**src/rtl/freq_divider_prog_if.sv**
```systemverilog
// Control/status bundle for the programmable divider: divisor programming in,
// divided clock, period tick and update status out.
interface freq_divider_prog_if #(
  parameter int NUM_DIVISOR_BITS = 8
);
  logic                        enable;
  logic                        load;
  logic [NUM_DIVISOR_BITS-1:0] divisor;
  logic                        out;
  logic                        tick;
  logic                        pending;
  logic [NUM_DIVISOR_BITS-1:0] div_active;

  modport master (
    output enable, load, divisor,
    input  out, tick, pending, div_active
  );

  modport slave (
    input  enable, load, divisor,
    output out, tick, pending, div_active
  );
endinterface

```
**src/rtl/freq_divider_prog.sv**
```systemverilog
// Programmable integer clock divider (2..2^W-1, odd or even) with a shadow
// divisor that is only adopted at a period boundary so the output never glitches.
module freq_divider_prog #(
  parameter int NUM_DIVISOR_BITS = 8
) (
  input  logic                 in,
  input  logic                 reset,
  freq_divider_prog_if.slave   bus
);
  localparam int W = NUM_DIVISOR_BITS;

  logic [W-1:0] d_reg, d_next;
  logic [W-1:0] s_reg, s_next;
  logic [W-1:0] cnt_reg, cnt_next;
  logic         out_reg, out_next;
  logic         tick_reg, tick_next;
  logic         pending_reg, pending_next;

  logic         running;
  logic         at_end;
  logic         boundary;
  logic [W-1:0] cnt_wrap;
  logic [W:0]   half;
  logic         s_running;

  // Period bookkeeping; half is widened so D=2^W-1 cannot overflow.
  always_comb begin
    running   = (d_reg >= W'(2));
    at_end    = (cnt_reg == (d_reg - W'(1)));
    boundary  = !running || at_end;
    cnt_wrap  = at_end ? '0 : (cnt_reg + W'(1));
    half      = ({1'b0, d_reg} + (W+1)'(1)) >> 1;
    s_running = (s_reg >= W'(2));
  end

  always_comb begin
    d_next       = d_reg;
    s_next       = s_reg;
    cnt_next     = cnt_reg;
    out_next     = out_reg;
    tick_next    = 1'b0;
    pending_next = pending_reg;

    if (bus.enable) begin
      if (boundary && pending_reg) begin
        d_next       = s_reg;
        cnt_next     = '0;
        out_next     = s_running;
        tick_next    = s_running;
        pending_next = 1'b0;
      end else if (!running) begin
        cnt_next = '0;
        out_next = 1'b0;
      end else begin
        cnt_next  = cnt_wrap;
        out_next  = ({1'b0, cnt_wrap} < half);
        tick_next = (cnt_wrap == '0);
      end
    end

    // A load on a boundary edge lands after the old shadow value was consumed.
    if (bus.load) begin
      s_next       = bus.divisor;
      pending_next = 1'b1;
    end
  end

  always_ff @(posedge in) begin
    if (reset) begin
      d_reg       <= '0;
      s_reg       <= '0;
      cnt_reg     <= '0;
      out_reg     <= 1'b0;
      tick_reg    <= 1'b0;
      pending_reg <= 1'b0;
    end else begin
      d_reg       <= d_next;
      s_reg       <= s_next;
      cnt_reg     <= cnt_next;
      out_reg     <= out_next;
      tick_reg    <= tick_next;
      pending_reg <= pending_next;
    end
  end

  assign bus.out        = out_reg;
  assign bus.tick       = tick_reg;
  assign bus.pending    = pending_reg;
  assign bus.div_active = d_reg;
endmodule

```
**src/flat_wrapper.sv**
```systemverilog
// flat-port wrapper written by rule: the top's interface ports become plain ports
module freq_divider_prog_flat 
#(
  parameter int NUM_DIVISOR_BITS = 8
)
  (in, reset, bus_enable, bus_load, bus_divisor, bus_out, bus_tick, bus_pending, bus_div_active);
  freq_divider_prog_if #(.NUM_DIVISOR_BITS(NUM_DIVISOR_BITS)) bus_i ();
  input  logic in;
  input  logic reset;
  input wire logic [$bits(bus_i.enable)-1:0] bus_enable;
  input wire logic [$bits(bus_i.load)-1:0] bus_load;
  input wire logic [$bits(bus_i.divisor)-1:0] bus_divisor;
  output wire logic [$bits(bus_i.out)-1:0] bus_out;
  output wire logic [$bits(bus_i.tick)-1:0] bus_tick;
  output wire logic [$bits(bus_i.pending)-1:0] bus_pending;
  output wire logic [$bits(bus_i.div_active)-1:0] bus_div_active;
  assign bus_i.enable = bus_enable;
  assign bus_i.load = bus_load;
  assign bus_i.divisor = bus_divisor;
  assign bus_out = bus_i.out;
  assign bus_tick = bus_i.tick;
  assign bus_pending = bus_i.pending;
  assign bus_div_active = bus_i.div_active;
  freq_divider_prog #(.NUM_DIVISOR_BITS(NUM_DIVISOR_BITS)) u_core (.in(in), .reset(reset), .bus(bus_i));
endmodule
```
**config.mk**
```make
export PLATFORM = sky130hd
export DESIGN_NAME = freq_divider_prog_flat
export DESIGN_NICKNAME = d
export VERILOG_FILES = /design/src/rtl/freq_divider_prog_if.sv /design/src/rtl/freq_divider_prog.sv /design/src/flat_wrapper.sv
export SDC_FILE = /design/constraint.sdc
export NUM_CORES = 1
export LEC_CHECK = 0
export CORE_ASPECT_RATIO = 1.2
export CORE_MARGIN = 3
export CORE_UTILIZATION = 50
export DETAILED_ROUTE_END_ITERATION = 16
export PLACE_DENSITY = 0.75
export RECOVER_POWER = 50
export SLEW_MARGIN = 10
export SYNTH_ARGS = -nofsm -noshare
export SYNTH_HDL_FRONTEND = slang
export SYNTH_SLANG_ARGS = --single-unit
```
**constraint.sdc**
```tcl
create_clock -name in -period 2.9 [get_ports in]
set_clock_uncertainty 0.15 [all_clocks]
set_input_delay 0.58 -clock in [delete_from_list [all_inputs] [get_ports in]]
set_output_delay 0.58 -clock in [all_outputs]
set_load 0.01 [all_outputs]
```
==> results of run 1 <==
## routing by layer
layer	track usage	vias up	share of wire
li1	-	966	-
met1	0.300	965	0.38
met2	0.418	101	0.51
met3	0.0286	25	0.060
met4	0.128	0	0.051
met5	0	-	0
## layout make-up
type	instances	area share
Multi-Input combinational cell	187	0.567
Tap cell	54	0.0245
Clock buffer	3	0.0150
Clock inverter	1	0.00272
Inverter	11	0.0168
Timing Repair Buffer	55	0.174
Sequential cell	27	0.200
## final timing paths
check	slack, ns	startpoint	endpoint
worst max-delay path	-0.14	u_core.bus.div_active[0]$_SDFFE_PP0P_	u_core.bus.out$_SDFFE_PP0P_
worst min register to register	0.36	u_core.s_reg[0]$_SDFFE_PP0P_	u_core.s_reg[0]$_SDFFE_PP0P_
worst max register to register	-0.14	u_core.bus.div_active[0]$_SDFFE_PP0P_	u_core.bus.out$_SDFFE_PP0P_
worst min-delay path	0.36	u_core.s_reg[0]$_SDFFE_PP0P_	u_core.s_reg[0]$_SDFFE_PP0P_
## per-stage QoR
step	utilization	total power, mW	worst slack [ns]
finish	0.678	0.816	-0.139
global route	0.678	0.846	-0.245
CTS	0.643	0.805	0.00817
detailed placement	0.614	0.574	-0.0392
global placement	0.614	0.571	0.0291
floorplan	-	0.535	-0.0506
## timing repair
item	4_1_cts	5_1_grt
gates resized for setup	7	22
pin swaps	8	20
endpoints found under the setup margin	1	1
hold endpoints to repair	0	0
gates cloned	0	0
setup buffers	5	4
hold buffers	0	0
## cell usage in the layout, fill, tap and decap left out, drive strengths merged, types with 3 or more instances in the layout
cell type / netlist / layout
mux2i: 8 / 8
nand3b: 9 / 9
xnor2: 16 / 16
clkbuf: 8 / 3
nor2: 28 / 28
o32ai: 10 / 10
or3b: 4 / 4
inv: 11 / 11
dlygate4sd3: 0 / 10
a21oi: 8 / 8
nand3: 8 / 8
nand2b: 9 / 9
and3: 6 / 6
nor3: 6 / 6
nor2b: 3 / 3
nand4: 6 / 6
and2: 3 / 3
dfxtp: 27 / 27
a211oi: 4 / 4
a211o: 5 / 5
o41ai: 3 / 3
buf: 9 / 33
ha: 11 / 11
clkdlybuf4s50: 0 / 12
nand2: 11 / 11
xor2: 5 / 5
## cell families (layout without fill, tap and decap cells)
group / Yosys count / count (layout) / share of synthesized area
flops: 27 / 27 / 0.250
compound gates: 48 / 48 / 0.205
simple gates: 99 / 99 / 0.262
mux: 8 / 8 / 0.0370
xor+xnor: 21 / 21 / 0.0851
fa+ha+maj: 11 / 11 / 0.0637
buf+inv: 30 / 70 / 0.0972
## tightest hold or removal path, stage by stage (launching register included)
cell and delay (ns):
dfxtp_1 0.34, mux2i_1 0.07, nor2_1 0.08
## power groups by stage
stage,Sequential (mW),Combinational [mW],Clock (mW)
CTS,0.396,0.176,0.232
global placement,0.404,0.166,0
detailed placement,0.405,0.169,0
finish,0.397,0.189,0.230
floorplan,0.404,0.131,0
global route,0.399,0.204,0.243
==> out/metrics.yaml, run 1 <==
finalInstanceArea_mm2: 0.00276
vias: 2057
period_share: 1.05
cp_num_cells: 13
grt_pass1_vias: 2139
yosys.area.top_type_share: 0.250
io_pins: 23
syn_inst: 244
cts_made_buffers: 3
critical_path_class: "register to register"
post_drt_wl_per_cell_um: 19.0
max-clock-path-buffers: 2
drive_gt1_frac: 0.299
ir_worst_vdd_mv: 0.271
die_w_um: 66.0
r2r_cells: 13
slew_viol_final: 0
clkPwrFrac: 0.282
rows: 25
max_freq_ghz: 0.329
start_util: 0.532
place_area_mm2: 0.00250
routabilityCongestion: 0.941
switching_share: 0.300
setup_viol: 1
slew_headroom: 0.571
ys_warn_count: 0
route.detailed.drc: 0
worst-endpoint-arrival_ns: 3.07
crit_buf_inv: 1
place_hpwl_um: 4110
grt-ovfl-total: 0
synth_nets: 267
synth_top_area_cell: "dfxtp_1"
placedCellCount: 326
num_antenna_cells: 0
combPwrFrac: 0.231
start_kind: "register"
worstPathCellList: "inv_4 > ha_4 > a31o_4 > a2111oi_4 > o211a_4 > nor2_4 > ha_4 > nand3_2 > nand2_2 > a211oi_2 > a211o_1 > o32ai_2 > nor2_1"
seq_area_um2: 552
synth_area_leaders: "dfxtp_1, xnor2_1, ha_1"
clk_pin_slew_ns: 0.10
period_needed_ns: 3.04
worst_slew_pin_slew_ns: 0.639
clkSinkCount: 27
die_h_um: 78.0
htreeDepth: 1
grt_usage: 0.246
via_per_inst: 6.09
drt_wl_total_um: 6430
cpMostUsedCell: "ha_4"
area_growth_pct: 27.5
antenna_found_initial: 0
synth_edf_count: 0
critPathMaxFanout: 5
slowest_stage: "a2111oi_4"
worstHoldPathCells: 2
ys_async_sr_fraction: 0
syn-cell-area_mm2: 0.00216
yosysUniqueCellTypes: 61
ys_top_cells_by_count: "dfxtp_1, nor2_1, xnor2_1"
worstPathRequired_ns: 2.93
synthFlopType: "dfxtp_1"
maxCapViolCount: 0
hp-class: "register to register"
core_region_area_mm2: 0.00407
endpoint_kind: "register"
intPower_mw: 0.571
crit_family: "compound AO/OA/AOI/OAI gates"
violations: "negative setup slack"
dieArea_mm2: 0.00515
insertion_delay_ns: 0.28
cts_tree: "yes"
seq_power_share: 0.487
setup_tns_ns: -0.139
netSwitchingPower_mw: 0.244
firstDrtPassIters: 4
hold_violations: 0
port_buffers: 22
layout.nets: 308
p_leak_nw: 1.07
ant_nets: 0
syn_area_per_cell_um2: 8.86
ys_seq_elements: 27
cts_root_buffer: "clkbuf_8"
fillerInstances: 324
fin_hold_ws_ns: 0.361
yosysSeqAreaShare: 0.250
grt_pass1_wl_um: 9970
status: "finished, violations left"
setup_ws_ns: -0.139
fin_cells: 338
multi_input_comb_area_mm2: 0.00156
slowest_delay_ns: 0.42
grt_max_degree: 36
power_density_mw_per_mm2: 296
rsz0062_at_grt: "true"
drt-initial-drc-count: 178
(Power assumes the default switching activity.)
==> run 2: changes to the inputs <==
--- a/config.mk
+++ b/config.mk
@@ -5,6 +5,7 @@
 export SDC_FILE = /design/constraint.sdc
 export NUM_CORES = 1
 export LEC_CHECK = 0
+export CAP_MARGIN = 20
 export CORE_ASPECT_RATIO = 1.2
 export CORE_MARGIN = 3
 export CORE_UTILIZATION = 50
==> results of run 2 <==
The final DEF is identical to that of run 1; final timing and power are the same.
